==> src/rtl/pulse_stretcher_pkg.sv <==
`timescale 1ns/1ps
`default_nettype none
// +--------------------------------------------------------------------------+
// | Module      : pulse_stretcher_pkg                                        |
// | Description : Shared definitions for the pulse stretcher: 2-bit state    |
// |               encodings and the counter-width helper function.           |
// | Revision    : 1.0 - initial release                                      |
// +--------------------------------------------------------------------------+
package pulse_stretcher_pkg;

    typedef enum logic [1:0] {
        IDLE = 2'b00,
        HIGH = 2'b01,
        GAP  = 2'b10
    } ps_state_e;

    // Width needed to hold any value 0..max(hold_high, hold_low).
    function automatic int ps_cnt_width(input int hold_high, input int hold_low);
        int w_max;
        w_max = (hold_high > hold_low) ? hold_high : hold_low;
        return (w_max < 1) ? 1 : $clog2(w_max + 1);
    endfunction

endpackage : pulse_stretcher_pkg
`default_nettype wire

==> src/rtl/edge_detect_rise.sv <==
`timescale 1ns/1ps
`default_nettype none
// +--------------------------------------------------------------------------+
// | Module      : edge_detect_rise                                           |
// | Description : Rising-edge detector. Registers the previous value of the  |
// |               input and flags a cycle where the input is high but was    |
// |               low on the previous clock.                                 |
// | Ports       : i_clk   - clock, rising edge                               |
// |               i_rst_n - asynchronous active-low reset                    |
// |               i_sig   - synchronous input level                          |
// |               o_rise  - combinational rising-edge flag                   |
// | Revision    : 1.0 - initial release                                      |
// +--------------------------------------------------------------------------+
module edge_detect_rise (
    input  logic i_clk,
    input  logic i_rst_n,
    input  logic i_sig,
    output logic o_rise
);

    logic r_prev;

    // Previous value clears in reset, so a level held high through reset
    // release is seen as a fresh edge on the first clock afterwards.
    always_ff @(posedge i_clk or negedge i_rst_n) begin
        if (!i_rst_n) begin
            r_prev <= 1'b0;
        end else begin
            r_prev <= i_sig;
        end
    end

    assign o_rise = i_sig & ~r_prev;

endmodule : edge_detect_rise
`default_nettype wire

==> src/rtl/pulse_stretcher.sv <==
`timescale 1ns/1ps
`default_nettype none
// +--------------------------------------------------------------------------+
// | Module      : pulse_stretcher                                            |
// | Description : Converts short or chattering trigger events into clean    |
// |               output pulses with a guaranteed high time (HOLD_HIGH) and  |
// |               a guaranteed low gap (HOLD_LOW). One event arriving during |
// |               a pulse or gap is held in a pending slot; a further event  |
// |               while the slot is full is reported on o_dropped.           |
// | Ports       : i_clk      - clock, rising edge                            |
// |               i_rst_n    - asynchronous active-low reset                 |
// |               i_trigger  - trigger level, each rising edge is one event  |
// |               o_out      - stretched pulse output (registered)           |
// |               o_busy     - high whenever the FSM is not idle             |
// |               o_dropped  - one-cycle flag: event lost, slot was full     |
// | Options     : PULSE_STRETCHER_RETRIGGER_EN - when defined, an edge       |
// |               during HIGH restarts the high timer instead of using the   |
// |               pending slot. Edges during GAP still use the slot.         |
// | Revision    : 1.0 - initial release                                      |
// +--------------------------------------------------------------------------+
module pulse_stretcher
    import pulse_stretcher_pkg::*;
#(
    parameter int HOLD_HIGH = 4,
    parameter int HOLD_LOW  = 2,
    parameter int CNT_WIDTH = ps_cnt_width(HOLD_HIGH, HOLD_LOW)
) (
    input  logic i_clk,
    input  logic i_rst_n,
    input  logic i_trigger,
    output logic o_out,
    output logic o_busy,
    output logic o_dropped
);

    localparam logic [CNT_WIDTH-1:0] c_cnt_hi   = CNT_WIDTH'(HOLD_HIGH - 1);
    localparam logic [CNT_WIDTH-1:0] c_cnt_lo   = CNT_WIDTH'(HOLD_LOW - 1);
    localparam logic [CNT_WIDTH-1:0] c_cnt_one  = CNT_WIDTH'(1);
    localparam logic [CNT_WIDTH-1:0] c_cnt_zero = '0;

    ps_state_e              r_state;
    logic [CNT_WIDTH-1:0]   r_cnt;
    logic                   r_pending;
    logic                   r_out;
    logic                   r_busy;
    logic                   r_dropped;
    logic                   w_edge;

    edge_detect_rise u_edge (
        .i_clk   (i_clk),
        .i_rst_n (i_rst_n),
        .i_sig   (i_trigger),
        .o_rise  (w_edge)
    );

    // Counter is loaded only on entry to HIGH/GAP and decremented only while
    // non-zero, so it can never wrap.
    always_ff @(posedge i_clk or negedge i_rst_n) begin
        if (!i_rst_n) begin
            r_state   <= IDLE;
            r_cnt     <= c_cnt_zero;
            r_pending <= 1'b0;
            r_out     <= 1'b0;
            r_busy    <= 1'b0;
            r_dropped <= 1'b0;
        end else begin
            r_dropped <= 1'b0;
            case (r_state)
                IDLE: begin
                    if (w_edge) begin
                        r_state <= HIGH;
                        r_cnt   <= c_cnt_hi;
                        r_out   <= 1'b1;
                        r_busy  <= 1'b1;
                    end
                end

                HIGH: begin
`ifdef PULSE_STRETCHER_RETRIGGER_EN
                    // A new event restarts the high timer, even on the cycle
                    // the timer would otherwise have expired.
                    if (w_edge) begin
                        r_cnt <= c_cnt_hi;
                    end else if (r_cnt != c_cnt_zero) begin
                        r_cnt <= r_cnt - c_cnt_one;
                    end else begin
                        r_state <= GAP;
                        r_cnt   <= c_cnt_lo;
                        r_out   <= 1'b0;
                    end
`else
                    if (r_cnt != c_cnt_zero) begin
                        r_cnt <= r_cnt - c_cnt_one;
                    end else begin
                        r_state <= GAP;
                        r_cnt   <= c_cnt_lo;
                        r_out   <= 1'b0;
                    end
                    if (w_edge) begin
                        if (!r_pending) begin
                            r_pending <= 1'b1;
                        end else begin
                            r_dropped <= 1'b1;
                        end
                    end
`endif
                end

                GAP: begin
                    if (r_cnt != c_cnt_zero) begin
                        r_cnt <= r_cnt - c_cnt_one;
                        if (w_edge) begin
                            if (!r_pending) begin
                                r_pending <= 1'b1;
                            end else begin
                                r_dropped <= 1'b1;
                            end
                        end
                    end else if (r_pending) begin
                        // Pending event is consumed; a coincident new edge
                        // immediately refills the slot without a drop.
                        r_state   <= HIGH;
                        r_cnt     <= c_cnt_hi;
                        r_out     <= 1'b1;
                        r_pending <= w_edge;
                    end else if (w_edge) begin
                        // Gap already satisfied: behave as an IDLE edge with
                        // no extra gap cycle.
                        r_state <= HIGH;
                        r_cnt   <= c_cnt_hi;
                        r_out   <= 1'b1;
                    end else begin
                        r_state <= IDLE;
                        r_busy  <= 1'b0;
                    end
                end

                default: begin
                    r_state   <= IDLE;
                    r_cnt     <= c_cnt_zero;
                    r_pending <= 1'b0;
                    r_out     <= 1'b0;
                    r_busy    <= 1'b0;
                end
            endcase
        end
    end

    assign o_out     = r_out;
    assign o_busy    = r_busy;
    assign o_dropped = r_dropped;

endmodule : pulse_stretcher
`default_nettype wire

==> config.mk <==
export PLATFORM = sky130hd
export DESIGN_NAME = pulse_stretcher
export DESIGN_NICKNAME = d
export VERILOG_FILES = /design/src/rtl/pulse_stretcher_pkg.sv /design/src/rtl/edge_detect_rise.sv /design/src/rtl/pulse_stretcher.sv
export SDC_FILE = /design/constraint.sdc
export NUM_CORES = 1
export LEC_CHECK = 0
export BUFFER_PORTS_ARGS = -buffer_cell sky130_fd_sc_hd__clkbuf_2
export CAP_MARGIN = 40
export CORE_MARGIN = 3
export CORE_UTILIZATION = 35
export DETAILED_ROUTE_END_ITERATION = 8
export PLACE_DENSITY = 0.54
export SYNTH_ARGS = -nofsm -noshare
export SYNTH_HDL_FRONTEND = slang
export SYNTH_SLANG_ARGS = --single-unit
==> constraint.sdc <==
create_clock -name i_clk -period 2.4 [get_ports i_clk]
set_clock_uncertainty 0.15 [all_clocks]
set_input_delay 0 -clock i_clk [delete_from_list [all_inputs] [get_ports i_clk]]
set_output_delay 0 -clock i_clk [all_outputs]
set_load 0.05 [all_outputs]
==> results of run 1 <==
[layout make-up]
class	count	area share
multi-input cells	45	0.458
flip-flops and latches	10	0.359
well taps	16	0.0287
clock buffers	3	0.0323
repair buffers	9	0.0898
inverters	6	0.0323
[worst max-delay path: cells and delay by family (launching register included)]
kind            cells  cell delay, ns
buf+inv             1            0.09
simple gates        3            0.81
fa+ha+maj           1            0.29
compound gates      1            0.09
flops               1            0.38
[Yosys cell counts, types with 2 or more instances]
| cell type | count | area, µm² |
|---|---|---|
| a211oi_1 | 2 | 15.0 |
| a21oi_1 | 2 | 10.0 |
| buf_2 | 2 | 10.0 |
| dfrtp_1 | 10 | 250 |
| ha_1 | 6 | 75.1 |
| inv_1 | 6 | 22.5 |
| nand2_1 | 3 | 11.3 |
| nor2_1 | 8 | 30.0 |
| o21ai_0 | 3 | 15.0 |
| o22a_1 | 2 | 17.5 |
| o22ai_1 | 2 | 12.5 |
[cell families after synthesis]
kind of cell / synth area share
buffers and inverters: 0.0541
adders and majority gates: 0.125
AOI/OAI and AO/OA: 0.212
muxes: 0.0187
DFF: 0.416
and+or+nand+nor: 0.175
[metal layers]
layer	global-route usage	part of all wire
met1	0.173	0.50
met2	0.198	0.44
met3	0.0564	0.044
met4	0.0497	0.010
met5	0	0
[what timing repair did]
action                                 in CTS  in global routing
hold buffers                                3                  0
resized for setup                           0                  0
endpoints found under the hold margin      11                  0
[power groups by stage]
stage	sequential (mW)	clock [mW]	combinational, mW
CTS	0.271	0.121	0.482
detailed placement	0.273	0	0.476
global placement	0.274	0	0.481
floorplan	0.312	0	0.339
finish	0.271	0.115	0.480
global route	0.280	0.129	0.544
[path summary, 6_finish.rpt]
path,cells after the start,endpoint,slack (ns)
max in group asynchronous,3,r_state[0],1.18
max,6,r_state[0],0.52
min in group asynchronous,3,r_cnt[2],0.59
min reg2reg,1,o_busy,0.35
min,2,u_edge.r_prev,0.25
max reg2reg,6,r_state[0],0.52
[state kept, by name, summed over array words and instances, names as in the netlist]
name and count:
r_pending 1, r_state 2, u_edge.r_prev 1, o_busy 1, o_out 1, o_dropped 1
r_cnt 3
[stage by stage]
stage / worst slack, ns / util / hold WS (ns)
after floorplan: 0.695 / - / -0.446
after global placement: 0.586 / 0.413 / -0.261
after detailed placement: 0.543 / 0.413 / -0.261
after CTS: 0.526 / 0.447 / 0.236
after global routing: 0.417 / 0.447 / 0.246
final: 0.516 / 0.447 / 0.245
==> flow_metrics.tcl, run 1 <==
set metrics [dict create \
    route.detailed.drc 0 \
    switching_share 0.464 \
    final_nets 84 \
    vias 491 \
    h-tree-depth 1 \
    total_power_uw 866 \
    die_y_um 47.5 \
    crit_start "r_state[0]" \
    grt_overflow 0 \
    fp.dieArea_mm2 0.00225 \
    required_ns 2.43 \
    regArea_um2 250 \
    synth_edf_count 0 \
    layout_common_cells "dfrtp_1, nor2_1, inv_1, ha_1, clkbuf_2" \
    grt_pass1_wl_um 2040 \
    dp_cells 83 \
    ys_warn_count 0 \
    portBuffers 5 \
    setup_viol 0 \
    vias_per_cell 5.52 \
    fmax_mhz 531 \
    grt_max_degree 11 \
    reg2reg_from "r_state[0]" \
    syn-num-nets 72 \
    clk_latency_ns 0.27 \
    max-cap-violations 0 \
    synth.avg_cell_area_um2 9.55 \
    dp_hpwl_um 874 \
    cts_inserted_buffers 3 \
    instances_no_fill 89 \
    area_growth_pct 15.8 \
    ant_nets 0 \
    p_leak_nw 0.339 \
    intPower_uw 464 \
    power_frac_comb 0.555 \
    ios 6 \
    criticalPathCategory "reg2reg" \
    die_w_um 47.5 \
    final_cell_area_um2 697 \
    post_cts.repair.setup_buffers 0 \
    p_seq_frac 0.313 \
    core_area_mm2 0.00156 \
    tightest_slew_ns 0.464 \
    finalCriticalPeriod_ns 1.88 \
    cp_slowest_stage_delay_ns 0.51 \
    first_pass_iters 4 \
    power_density_mw_per_mm2 1240 \
    wl_um 1200 \
    root_buffer "clkbuf_4" \
    synth_area_um2 602 \
    clock_sink_count 10 \
    synth_seq_area_share 0.416 \
    critPathMaxFanout 7 \
    cts_tree "built" \
    start_util 0.386 \
    layout_commonest_cell "dfrtp_1" \
    hold_class "in2reg" \
    path_cells "inv_1 > ha_1 > nor2_4 > nor2_2 > or4_1 > o21ai_0" \
    slew_violations 0 \
    n_antenna_cell 0 \
    clk_pin_slew_worst_paths_ns 0.06 \
    status "complete, no violations" \
    period_share 0.785 \
    multi_input_comb_area_um2 319 \
    power.switching_uw 401 \
    fin_setup_tns_ns 0 \
    routedWlPerCell_um 13.5 \
    synth_flop_cell "dfrtp_1" \
    end_kind "flop" \
    initialDrtViolationCount 6 \
    num-fill-cells 152 \
    synth-async-reset-ratio 1.00 \
    layout-drive-gt1-share 0.164 \
    grt_antenna_before_repair 0 \
    hold_violations 0 \
    slew_headroom 0.690 \
    synth_cells 63 \
    cts_max_path_buffers 2 \
    yosys_register_bits 10 \
    synth.distinct_cells 28 \
    hp-start "i_trigger" \
    critPathSlowestCell "or4_1" \
    cp-start-kind "flop" \
    rsz0062_at_grt "no" \
    critPathArrivalTime_ns 1.92 \
    pwr-share-clk 0.133 \
    vdd_drop_max_mv 0.466 \
    place_area_um2 644 \
    place_congestion 0.812 \
    first_global_vias 455 \
    grt_usage 0.134 \
    fp-row-count 14 \
]
(Power assumes the default switching activity.)
==> run 2: changes to the inputs <==
- ABC_AREA: not set -> 1
- clock period: 2.4 -> 1.8 ns (I/O delays scaled with it)
==> run 2 against run 1 <==
Clock-buffer cell count unchanged. First-iteration DRC count rose by 50%. Routed wire length fell by 4.4%. Synthesized cell count rose by 30%. Sequential cell count unchanged. Critical path type unchanged. Setup slack got worse by 0.28 ns.
==> flow_metrics.tcl, run 2 <==
set metrics [dict create \
    cp.buffers_inverters 2 \
    status "complete, no violations" \
    ys_warn_count 0 \
    layout_commonest_cell "nand2_1" \
    crit_start "r_state[0]" \
    vias 504 \
    route.detailed.drc 0 \
    total_power_mw 1.37 \
    initialDrtViolationCount 9 \
    vdd_drop_max_mv 0.892 \
    yosys_register_bits 10 \
    max-cap-violations 0 \
    largest_reg_flops 3 \
    place_congestion 0.780 \
    fp.dieArea_mm2 0.00235 \
    end_kind "flop" \
    synth_area_leaders "dfrtp_1, ha_1, nand2_1" \
    hold_class "in2reg" \
    h-tree-depth 1 \
    first_pass_iters 4 \
    hp-start "i_trigger" \
    synth.distinct_cells 15 \
    layout-drive-gt1-share 0.204 \
    slew_violations 0 \
    ant_nets 0 \
    synth_top_area_frac 0.397 \
    grt_pass1_wl_um 2020 \
    fmax_mhz 638 \
    vias_per_cell 4.31 \
    clk_latency_ns 0.26 \
    slew_headroom 0.700 \
    layout_common_cells "nand2_1, inv_1, dfrtp_1, nand3_1, ha_1" \
    grt_overflow 0 \
    syn-num-nets 91 \
    reg2reg_from "r_state[0]" \
    p_leak_nw 0.414 \
    wl_um 1150 \
    required_ns 1.80 \
    synth_seq_area_share 0.397 \
    synth_cells 82 \
    grt_antenna_before_repair 0 \
    critPathArrivalTime_ns 1.57 \
    top_register "r_cnt" \
    portBuffers 5 \
    crit_top_cell "nand2_4" \
    final_nets 104 \
    start_util 0.396 \
    yosysMostFrequentCell "nand2_1" \
    crit_family "simple AND/OR/NAND/NOR gates" \
    area_growth_pct 17.1 \
    hold_violations 0 \
    synth_area_um2 631 \
    die_y_um 48.4 \
    first_global_vias 467 \
    finalCriticalPeriod_ns 1.57 \
    fin_setup_tns_ns 0 \
    grt_usage 0.111 \
    ios 6 \
    dp_hpwl_um 918 \
    root_buffer "clkbuf_4" \
    power_density_mw_per_mm2 1860 \
    criticalPathCategory "reg2reg" \
    cts_inserted_buffers 3 \
    synth-async-reset-ratio 1.00 \
    routedWlPerCell_um 9.81 \
    grt_max_degree 11 \
    top_regs "r_cnt: 3 flops, r_state: 2 flops" \
    yosys.area.top_type "dfrtp_1" \
    rsz0062_at_grt "no" \
    die_w_um 48.4 \
    post_cts.repair.setup_buffers 0 \
    synth_edf_count 0 \
    cp-start-kind "flop" \
    cts_resized 0 \
    cp_slowest_stage_delay_ns 0.39 \
    critPathSlowestCell "dfrtp_1" \
    cts_max_path_buffers 2 \
    path_cells "inv_1 > ha_1 > inv_2 > nand2_4 > nand2_4 > nand2_4 > nor2_2 > nand2_1 > nand2_1 > o21ai_1" \
    period_share 0.871 \
    synth.avg_cell_area_um2 7.69 \
    synth_flop_cell "dfrtp_1" \
    clock_sink_count 10 \
    critPathMaxFanout 5 \
    core_area_mm2 0.00159 \
    setup_viol 0 \
    yosys-top-cells-count "nand2_1, inv_1, dfrtp_1" \
    n_antenna_cell 0 \
    tightest_slew_ns 0.448 \
    cts_tree "built" \
    fp-row-count 14 \
    clk_pin_slew_worst_paths_ns 0.06 \
]
run 2: cell type report:
type / instances / area, µm²
multi-input cells: 54 / 313
flip-flops and latches: 10 / 250
fillers: 147 / 856
clock buffers: 3 / 22.5
repair buffers: 8 / 55.1
inverters: 18 / 67.6
well taps: 24 / 30.0
run 2: path summary, 6_finish.rpt:
kind | cells after the start | slack [ns] | end
max | 10 | 0.23 | o_busy
min | 2 | 0.27 | u_edge.r_prev
max reg2reg | 10 | 0.23 | o_busy
min reg2reg | 2 | 0.33 | o_out
max in group asynchronous | 3 | 0.59 | r_pending
min in group asynchronous | 3 | 0.60 | o_busy
run 2: power breakdown:
group / total [mW] / internal (mW) / switching, mW
clock: 0.145 / 0.0768 / 0.0680
combinational: 0.852 / 0.293 / 0.559
sequential: 0.375 / 0.313 / 0.0614
run 2: layer usage:
metal,global-route usage,vias to the layer above,share of wire,wire length [µm]
met5,0,-,0,0
met3,0.0491,2,0.060,69
met1,0.151,214,0.51,584
met4,0.0284,0,0.0035,4
met2,0.161,11,0.43,490
li1,-,277,-,-
run 2: metrics by stage:
step                 util  instance area, µm²  hold slack (ns)  cells  setup WS (ns)
floorplan               -                 631           -0.446     82          0.333
global placement    0.430                 686           -0.270    111          0.252
detailed placement  0.430                 686           -0.272    111          0.243
CTS                 0.463                 738            0.256    117          0.231
global route        0.463                 738            0.275    117          0.120
finish              0.463                 738            0.273    117          0.231
run 2: repair_timing:
| item | CTS | global route |
|---|---|---|
| endpoints found under the setup margin | 0 | 0 |
| hold buffers | 3 | 0 |
| hold endpoints to repair | 12 | 0 |
run 2: logic make-up after synthesis:
| family | synth area share |
|---|---|
| fa+ha+maj | 0.119 |
| flops | 0.397 |
| compound gates | 0.0893 |
| simple gates | 0.288 |
| buf+inv | 0.107 |
==> run 3: changes to the inputs <==
- SYNTH_HIERARCHICAL: not set -> 1
==> run 3 against run 2 <==
Area after synthesis up 5.0%. Critical path depth down 4. Largest power group unchanged. Worst hold slack worse by 0.029 ns. Register-to-register slack about the same. Via count up 14%. Final cell count up 4.3%. Combinational power down 6.8%. Clock power up 46%. Design area up 4.1%. Sequential power down 3%. Global-route usage up 1.8 points.
==> flow_metrics.tcl, run 3 <==
set metrics [dict create \
    vias_per_cell 4.70 \
    vdd_drop_max_mv 0.973 \
    fp-row-count 15 \
    layout-drive-gt1-share 0.175 \
    vias 573 \
    synth_area_leaders "dfrtp_1, nand2_1, ha_1" \
    fmax_mhz 633 \
    initialDrtViolationCount 4 \
    clk_pin_slew_worst_paths_ns 0.07 \
    yosys_register_bits 10 \
    grt_pass1_wl_um 2400 \
    status "complete, no violations" \
    synth.distinct_cells 20 \
    top_register "r_cnt" \
    synth_top_area_frac 0.378 \
    synth.avg_cell_area_um2 7.61 \
    first_pass_iters 4 \
    whs_ns 0.244 \
    grt_max_degree 11 \
    cts_inserted_buffers 3 \
    hold_end "u_edge/r_prev" \
    synth-async-reset-ratio 1.00 \
    die_y_um 49.5 \
    dp_cells 115 \
    n_antenna_cell 0 \
    top_regs "r_cnt: 3 flops, r_state: 2 flops" \
    slew_headroom 0.697 \
    yosys.area.top_type "dfrtp_1" \
    ff2ff_path_depth 6 \
    setup_viol 0 \
    period_share 0.877 \
    syn-num-nets 96 \
    dp_hpwl_um 956 \
    routedWlPerCell_um 10.8 \
    place_congestion 0.810 \
    worst_r2r_endpoint "r_cnt[1]" \
    multi_input_comb_area_um2 339 \
    root_buffer "clkbuf_4" \
    path_cells "inv_1 > ha_1 > nor2_4 > nor2_2 > nand2_1 > a21oi_1" \
    instances_no_fill 122 \
    regArea_um2 250 \
    yosysMostFrequentCell "nand2_1" \
    cp_slowest_stage_delay_ns 0.41 \
    wl_um 1310 \
    clock_sink_count 10 \
    ant_nets 0 \
    critPathArrivalTime_ns 1.63 \
    end_kind "flop" \
    r2r_slack_ns 0.22 \
    first_global_vias 570 \
    ys_warn_count 6 \
    route.detailed.drc 0 \
    slew_violations 0 \
    rsz0062_at_grt "no" \
    holdPathStages 2 \
    die_w_um 49.5 \
    ios 6 \
    finalCriticalPeriod_ns 1.58 \
    post-route-util 0.435 \
    synth_area_um2 662 \
    core_area_mm2 0.00176 \
    critPathSlowestCell "dfrtp_1" \
    cts_tree "built" \
    grt_antenna_before_repair 0 \
    hp-start "i_trigger" \
    grt_usage 0.129 \
    criticalPathCategory "reg2reg" \
    fin_setup_tns_ns 0 \
    required_ns 1.85 \
    start_util 0.375 \
    area_growth_pct 16.1 \
    fp.dieArea_mm2 0.00245 \
    portBuffers 5 \
    layout_common_cells "nand2_1, inv_1, nand3_1, dfrtp_1" \
    final_cell_area_um2 768 \
    tightest_slew_ns 0.453 \
    h-tree-depth 1 \
    grt_overflow 0 \
    critPathMaxFanout 8 \
    cts_max_path_buffers 2 \
    max-cap-violations 0 \
    p_leak_nw 0.419 \
    cts_resized 0 \
    post_cts.repair.setup_buffers 0 \
    place_area_um2 702 \
    place_ws_ns 0.232 \
    hold_violations 0 \
    layout_commonest_cell "nand2_1" \
    setup_ws_ns 0.221 \
    hold_class "in2reg" \
    cp-start-kind "flop" \
    num-fill-cells 195 \
    final_nets 107 \
    synth_flop_cell "dfrtp_1" \
    synth_cells 87 \
    synth_edf_count 0 \
    clk_latency_ns 0.27 \
    synth_seq_area_share 0.378 \
    yosys-top-cells-count "nand2_1, inv_1, dfrtp_1, nand3_1" \
    largest_reg_flops 3 \
    total_power_mw 1.37 \
    reg2reg_from "r_state[0]" \
    power_density_mw_per_mm2 1780 \
]
## run 3: cell count changes after synthesis, sizes merged
cell	change
nor4	-1
o21bai	+1
xor2	+1
a31oi	-1
inv	-3
nand2	-2
nor2	+6
nand3	+2
o21ai	-4
buf	+2
nand4	+1
a21oi	+3
## run 3: how the worst max path moves through the flow
stage / start / end / slack [ns] / depth (start not counted)
floorplan: r_state[0] / o_busy / 0.35 / 9
global route: r_state[0] / o_out / 0.1 / 7
finish: r_state[0] / r_cnt[1] / 0.22 / 6
global placement: r_state[0] / r_cnt[1] / 0.29 / 6
detailed placement: r_state[0] / r_cnt[1] / 0.23 / 6
CTS: r_state[0] / r_cnt[1] / 0.21 / 6
## run 3: layout make-up
class / count / share of cell area
Multi-Input combinational cell: 60 / 0.441
Clock buffer: 4 / 0.0472
Timing Repair Buffer: 8 / 0.0717
Tap cell: 25 / 0.0407
Sequential cell: 10 / 0.326
Inverter: 15 / 0.0733
## run 3: repair_timing
item	CTS	global route
hold buffers	3	0
endpoints found under the hold margin	13	0
endpoints found under the setup margin	0	0
## run 3: worst max-delay path, delay by kind of cell (launching register included)
kind / cells / cell delay [ns]
AO/OA/AOI/OAI: 1 / 0.15
adder cells (fa/ha/maj): 1 / 0.36
flip-flops: 1 / 0.41
AND/OR/NAND/NOR: 3 / 0.34
buffers and inverters: 1 / 0.09
## run 3: layer usage
| metal | track usage | routed length, µm |
|---|---|---|
| met5 | 0 | 0 |
| met4 | 0.0968 | 44 |
| met3 | 0.0181 | 53 |
| met2 | 0.196 | 567 |
| met1 | 0.166 | 649 |
## run 3: power breakdown
part / total, mW / switching, mW / internal, mW
Clock: 0.211 / 0.0876 / 0.123
Sequential: 0.363 / 0.0606 / 0.303
Combinational: 0.794 / 0.522 / 0.272
Total: 1.37 / 0.670 / 0.698
## run 3: logic make-up after synthesis
family                     count (synthesis)  synth area share
adders and majority gates                  6             0.113
and+or+nand+nor                           43             0.301
DFF                                       10             0.378
AOI/OAI and AO/OA                         10            0.0851
buffers and inverters                     17             0.110
xor gates and xnor gates                   1            0.0132
